--- src/rtl/lsu_mem_master_pkg.sv ---
// Shared constants and types for the load/store memory master:
// access sizes, FSM state codes and the latched request record.
package lsu_mem_master_pkg;

    localparam logic [1:0] SIZE_B = 2'b00;
    localparam logic [1:0] SIZE_H = 2'b01;
    localparam logic [1:0] SIZE_W = 2'b10;

    localparam logic [2:0] ST_IDLE  = 3'd0;
    localparam logic [2:0] ST_BEAT0 = 3'd1;
    localparam logic [2:0] ST_BEAT1 = 3'd2;
    localparam logic [2:0] ST_LWAIT = 3'd3;
    localparam logic [2:0] ST_DONE  = 3'd4;
    localparam logic [2:0] ST_ERR   = 3'd5;

    typedef struct packed {
        logic        we;
        logic [1:0]  size;
        logic        uns;
        logic [29:0] wa;
        logic [1:0]  off;
        logic [31:0] wdata;
        logic [4:0]  rd;
        logic        split;
    } lsu_req_t;

    // Access width in bytes; 0 for the illegal encoding.
    function automatic logic [2:0] size_bytes(input logic [1:0] sz);
        case (sz)
            SIZE_B:  return 3'd1;
            SIZE_H:  return 3'd2;
            SIZE_W:  return 3'd4;
            default: return 3'd0;
        endcase
    endfunction

endpackage

--- src/rtl/lsu_align.sv ---
// Byte-lane alignment: store mask/data shifted onto a two-word window,
// and load data extracted from a two-word window then extended.
module lsu_align
    import lsu_mem_master_pkg::*;
(
    input  logic [1:0]  size_i,
    input  logic [1:0]  off_i,
    input  logic        uns_i,
    input  logic [31:0] wdata_i,
    input  logic [63:0] rraw_i,
    output logic [7:0]  mask_o,
    output logic [63:0] wdata_o,
    output logic [31:0] rdata_o
);

    logic [3:0]  base;
    logic [31:0] shifted;

    always_comb begin
        case (size_i)
            SIZE_B:  base = 4'h1;
            SIZE_H:  base = 4'h3;
            SIZE_W:  base = 4'hF;
            default: base = 4'h0;
        endcase
        mask_o  = {4'h0, base} << off_i;
        wdata_o = {32'h0, wdata_i} << {off_i, 3'b000};
        shifted = 32'(rraw_i >> {off_i, 3'b000});
        case (size_i)
            SIZE_B:  rdata_o = uns_i ? {24'h0, shifted[7:0]}  : {{24{shifted[7]}}, shifted[7:0]};
            SIZE_H:  rdata_o = uns_i ? {16'h0, shifted[15:0]} : {{16{shifted[15]}}, shifted[15:0]};
            default: rdata_o = shifted;
        endcase
    end

endmodule

--- src/rtl/lsu_mem_master.sv ---
// One-at-a-time load/store initiator for a synchronous byte-write word RAM.
// Misaligned word-crossing accesses are issued as two consecutive beats.
module lsu_mem_master
    import lsu_mem_master_pkg::*;
#(
    parameter int RAM_SPACE = 4096
)
(
    input  logic        clk,
    input  logic        rstn,
    input  logic        req_valid,
    output logic        req_ready,
    input  logic        req_we,
    input  logic [1:0]  req_size,
    input  logic        req_unsigned,
    input  logic [31:0] req_addr,
    input  logic [31:0] req_wdata,
    input  logic [4:0]  req_rd,
    output logic        rsp_valid,
    output logic [31:0] rsp_rdata,
    output logic [4:0]  rsp_rd,
    output logic        rsp_err,
    output logic [31:0] addr_mem,
    output logic [31:0] w_data_mem,
    output logic [3:0]  w_en_mem,
    output logic        en_mem,
    input  logic [31:0] r_data_mem
);

    logic [2:0]  state_q, state_d;
    lsu_req_t    req_q, req_d;
    logic [31:0] lo_q, lo_d;
    logic        rsp_valid_q, rsp_valid_d, rsp_err_q, rsp_err_d;
    logic [31:0] rsp_rdata_q, rsp_rdata_d;
    logic [4:0]  rsp_rd_q, rsp_rd_d;
    logic [31:0] addr_q, addr_d, wdat_q, wdat_d;
    logic [3:0]  wen_q, wen_d;
    logic        en_q, en_d;

    logic [2:0]  in_nb;
    logic        in_split, in_err, idle;
    logic [30:0] in_last;
    logic [1:0]  a_size, a_off;
    logic [31:0] a_wdata, a_rdata;
    logic [63:0] a_raw, a_wd;
    logic [7:0]  a_mask;

    // Wide compare on the last touched word covers both the depth limit
    // and any set upper address bits; no wrap-around to word 0.
    assign in_nb    = size_bytes(req_size);
    assign in_split = (3'(req_addr[1:0]) + in_nb) > 3'd4;
    assign in_last  = {1'b0, req_addr[31:2]} + 31'(in_split);
    assign in_err   = (req_size == 2'b11) || (in_last >= 31'(RAM_SPACE));

    // Beat0 is registered straight from the request, so the aligner
    // looks at the live inputs in IDLE and at the latched copy afterwards.
    assign idle    = (state_q == ST_IDLE);
    assign a_size  = idle ? req_size       : req_q.size;
    assign a_off   = idle ? req_addr[1:0]  : req_q.off;
    assign a_wdata = idle ? req_wdata      : req_q.wdata;
    assign a_raw   = req_q.split ? {r_data_mem, lo_q} : {32'h0, r_data_mem};

    lsu_align u_align (
        .size_i  (a_size),
        .off_i   (a_off),
        .uns_i   (req_q.uns),
        .wdata_i (a_wdata),
        .rraw_i  (a_raw),
        .mask_o  (a_mask),
        .wdata_o (a_wd),
        .rdata_o (a_rdata)
    );

    always_comb begin
        state_d     = state_q;
        req_d       = req_q;
        lo_d        = lo_q;
        rsp_valid_d = 1'b0;
        rsp_rdata_d = rsp_rdata_q;
        rsp_rd_d    = rsp_rd_q;
        rsp_err_d   = rsp_err_q;
        addr_d      = 32'h0;
        wdat_d      = 32'h0;
        wen_d       = 4'h0;
        en_d        = 1'b0;
        case (state_q)
            ST_IDLE: if (req_valid) begin
                req_d = '{we: req_we, size: req_size, uns: req_unsigned, wa: req_addr[31:2],
                          off: req_addr[1:0], wdata: req_wdata, rd: req_rd, split: in_split};
                if (in_err) begin
                    state_d = ST_ERR;
                end else begin
                    state_d = ST_BEAT0;
                    en_d    = 1'b1;
                    addr_d  = {req_addr[31:2], 2'b00};
                    wen_d   = req_we ? a_mask[3:0] : 4'h0;
                    wdat_d  = req_we ? a_wd[31:0]  : 32'h0;
                end
            end
            ST_BEAT0: begin
                if (req_q.split) begin
                    state_d = ST_BEAT1;
                    en_d    = 1'b1;
                    addr_d  = {req_q.wa + 30'd1, 2'b00};
                    wen_d   = req_q.we ? a_mask[7:4] : 4'h0;
                    wdat_d  = req_q.we ? a_wd[63:32] : 32'h0;
                end else if (req_q.we) begin
                    state_d     = ST_DONE;
                    rsp_valid_d = 1'b1;
                    rsp_rdata_d = 32'h0;
                    rsp_rd_d    = req_q.rd;
                    rsp_err_d   = 1'b0;
                end else begin
                    state_d = ST_LWAIT;
                end
            end
            ST_BEAT1: begin
                lo_d = r_data_mem;
                if (req_q.we) begin
                    state_d     = ST_DONE;
                    rsp_valid_d = 1'b1;
                    rsp_rdata_d = 32'h0;
                    rsp_rd_d    = req_q.rd;
                    rsp_err_d   = 1'b0;
                end else begin
                    state_d = ST_LWAIT;
                end
            end
            ST_LWAIT: begin
                state_d     = ST_DONE;
                rsp_valid_d = 1'b1;
                rsp_rdata_d = a_rdata;
                rsp_rd_d    = req_q.rd;
                rsp_err_d   = 1'b0;
            end
            ST_ERR: begin
                state_d     = ST_DONE;
                rsp_valid_d = 1'b1;
                rsp_rdata_d = 32'h0;
                rsp_rd_d    = req_q.rd;
                rsp_err_d   = 1'b1;
            end
            default: state_d = ST_IDLE;
        endcase
    end

    always_ff @(posedge clk or negedge rstn) begin
        if (!rstn) begin
            state_q     <= ST_IDLE;
            req_q       <= '0;
            lo_q        <= 32'h0;
            rsp_valid_q <= 1'b0;
            rsp_rdata_q <= 32'h0;
            rsp_rd_q    <= 5'h0;
            rsp_err_q   <= 1'b0;
            addr_q      <= 32'h0;
            wdat_q      <= 32'h0;
            wen_q       <= 4'h0;
            en_q        <= 1'b0;
        end else begin
            state_q     <= state_d;
            req_q       <= req_d;
            lo_q        <= lo_d;
            rsp_valid_q <= rsp_valid_d;
            rsp_rdata_q <= rsp_rdata_d;
            rsp_rd_q    <= rsp_rd_d;
            rsp_err_q   <= rsp_err_d;
            addr_q      <= addr_d;
            wdat_q      <= wdat_d;
            wen_q       <= wen_d;
            en_q        <= en_d;
        end
    end

    assign req_ready  = idle;
    assign rsp_valid  = rsp_valid_q;
    assign rsp_rdata  = rsp_rdata_q;
    assign rsp_rd     = rsp_rd_q;
    assign rsp_err    = rsp_err_q;
    assign addr_mem   = addr_q;
    assign w_data_mem = wdat_q;
    assign w_en_mem   = wen_q;
    assign en_mem     = en_q;

endmodule

--- config.mk ---
export PLATFORM = sky130hd
export DESIGN_NAME = lsu_mem_master
export DESIGN_NICKNAME = d
export VERILOG_FILES = /design/src/rtl/lsu_mem_master_pkg.sv /design/src/rtl/lsu_align.sv /design/src/rtl/lsu_mem_master.sv
export SDC_FILE = /design/constraint.sdc
export NUM_CORES = 1
export LEC_CHECK = 0
export CAP_MARGIN = 20
export CORE_MARGIN = 2
export CORE_UTILIZATION = 50
export CTS_BUF_LIST = sky130_fd_sc_hd__clkbuf_4 sky130_fd_sc_hd__clkbuf_8 sky130_fd_sc_hd__clkbuf_16
export DETAILED_ROUTE_END_ITERATION = 16
export PLACE_DENSITY = 0.77
export SLEW_MARGIN = 15
export SYNTH_ARGS = -nofsm -noshare
export SYNTH_HDL_FRONTEND = slang
export SYNTH_HIERARCHICAL = 1
export SYNTH_SLANG_ARGS = --single-unit
--- constraint.sdc ---
create_clock -name clk -period 3.4 [get_ports clk]
set_input_delay 0.34 -clock clk [delete_from_list [all_inputs] [get_ports clk]]
set_output_delay 0.34 -clock clk [all_outputs]
set_load 0.05 [all_outputs]
==> run metrics <==
Setup TNS=0 ns; Crit path largest cell delay=0.54 ns; met2 usage=approximately two fifths; class of the worst hold path=in2reg; Filler Cell Count=between 1500 and 2000; CTS H-Tree Depth=1; # setup viols final=0; first drt pass iteration count=5; Longest Clk Path Bufs=3; delay-heaviest family, CP=simple AND/OR/NAND/NOR gates; Die Span X=160 um; GP Congestion=slightly below 0.9; YS warnings=6; standard-cell rows=57; Worst Path Max Fanout=7; met1 usage=36.3%; crit path launch type=primary input; TritonCTS buffer count=24; Buf/Inv on CP=4; FMAX=between 300 and 400 MHz; Post-route DRC=0; initial DRC count=around 670; GR Overflow Total=0; worst-skew pair later-pin latency=roughly 0.51 ns; most frequent cells in the layout=324 x nand2_1, 214 x dfrtp_1, 209 x clkdlybuf4s50_1; cell area power density=866 nW/um^2; grt peak-use layer=met2; Clock Skews=0.00958 ns; total track usage=25.6%; Ports=around 220; core area=24100 um^2; P_leak=approximately 7 nW; Syn Std Cell Area=between 10000 and 15000 um^2; signal arrival time at the worst endpoint=approximately 3.7 ns; kind of critical path=in2reg; Die Ht=160 um; max_slew headroom=a little under 50%; crit share post-route=between 90% and 100%; initial antenna violation count=2; PortBufs=214; required time of the critical path=between 3 and 4 ns; post-placement cell count=1723; via count=9815; Avg Cell Area, Syn=roughly 10 um^2; Final Net Count=1553; minimum clock period=~3.2 ns; Critical Path Sink Type=register; global-route wire length before repair=52800 um; status=completed; CTS tree=yes; post-route antenna net violation count=0; Pins Over Slew Limit=0; Die Area=roughly 26000 um^2; vias in the first global route=9793; worst-path cell chain=dlygate4sd2_1 -> ha_2 -> inv_1 -> fa_2 -> a21boi_2 -> ha_2 -> nand2_2 -> or4_4 -> or4_4 -> a211oi_4 -> nand4_4 -> buf_12 -> clkbuf_16 -> o21ai_2; worst-margin pin slew=~0.77 ns; post-DP HPWL=~23000 um; routing usage on met3=approximately 4.7%; root buf cell=clkbuf_16; Post-Route Utilization=between 60 and 70%; Final Hold Violating Endpoints=0; Layout Cells excl Fill=~1800; layout cells sized above 1=21.4%; clock-pin slew on the worst setup and hold paths=0.06 ns; largest net degree at the start of global routing=between 80 and 90; RSZ-0062 raised after global routing=no; wirelength, routed=between 30000 and 40000 um; Layout area overhead=28.6%; MaxCap Viol Count=0; number of vias per cell=5.54; VDD IR max=roughly 0.47 mV; Synth Instances=1224; commonest non-fill, non-tap cell in the layout=nand2_1; wire length per cell=between 15 and 20 um; Sink Count=roughly 220; effective utilization at floorplan=50.5%; CP max stage cell=or4_4
[metal layers]
layer | part of all wire [%] | wire length, um | up-vias
li1 | - | - | 4607
met1 | 44 | 14600 | 4810
met2 | 46 | 15200 | 331
met3 | 6.2 | 2050 | 65
met4 | 3.3 | 1090 | 2
met5 | 0.043 | 14 | -
[report_power, final]
part | switching (mW) | internal [mW] | leakage, nW
registers | 0.622 | 3.39 | 2.80
clock network | 1.00 | 1.45 | 0.368
logic | 3.98 | 3.11 | 3.78
[sequential cells by signal, indices dropped and copies added (netlist names)]
| signal | count |
|---|---|
| rsp_rd | 5 |
| req_q | 74 |
| w_en_mem | 4 |
| addr_mem | 30 |
| state_q | 3 |
| rsp_rdata | 32 |
| rsp_err | 1 |
| en_mem | 1 |
| rsp_valid | 1 |
| lo_q | 32 |
| w_data_mem | 32 |
[stage by stage]
step	hold WS (ns)	instance area [um^2]	setup WS, ns	power [mW]
2_1_floorplan	0.0444	12200	0.00102	9.28
3_3_place_gp	0.389	14700	-0.726	10.9
3_5_place_dp	0.388	14700	-0.775	11.1
4_1_cts	0.291	15600	0.0155	13.6
5_1_grt	0.211	15700	0.0819	14.4
6_report	0.201	15700	0.196	13.6
[repair_timing]
| item | CTS | global route |
|---|---|---|
| cloned | 4 | 2 |
| hold buffers | 1 | 0 |
| resized for setup | 24 | 7 |
| hold endpoints to repair | 84 | 0 |
| pin swaps | 8 | 8 |
| setup buffers | 3 | 1 |
| setup endpoints to repair | 51 | 51 |
[layout make-up]
type	count	area, um^2	share of cell area, %
repair buffers	271	2750	17.6
inverters	21	78.8	0.503
clock inverters	1	5.00	0.0320
clock buffers	36	721	4.60
multi-input cells	903	6320	40.3
diodes	1	2.50	0.0160
flip-flops and latches	215	5380	34.4
well taps	324	405	2.59
[worst reg2reg max path: cells and delay by family, from the launching register on]
family	cells	cell delay [ns]
AO/OA/AOI/OAI	3	0.54
adder cells (fa/ha/maj)	1	0.30
buffers and inverters	2	0.45
flip-flops	1	0.52
multiplexers	1	0.38
AND/OR/NAND/NOR	2	0.56
[final timing paths]
path                                  start             to  slack (ns)  cells past startpoint
worst max-delay path            req_addr[0]  w_data_mem[0]        0.20                     14
worst min-delay path            req_size[1]      req_q[72]        0.20                      4
worst max register to register   state_q[2]  rsp_rdata[23]        0.53                      9
worst min register to register    req_q[25]      req_q[25]        0.47                      2
max in group asynchronous              rstn       lo_q[21]        2.13                      3
min in group asynchronous              rstn   addr_mem[28]        0.40                      2
Power figures use the tool's default switching activity.
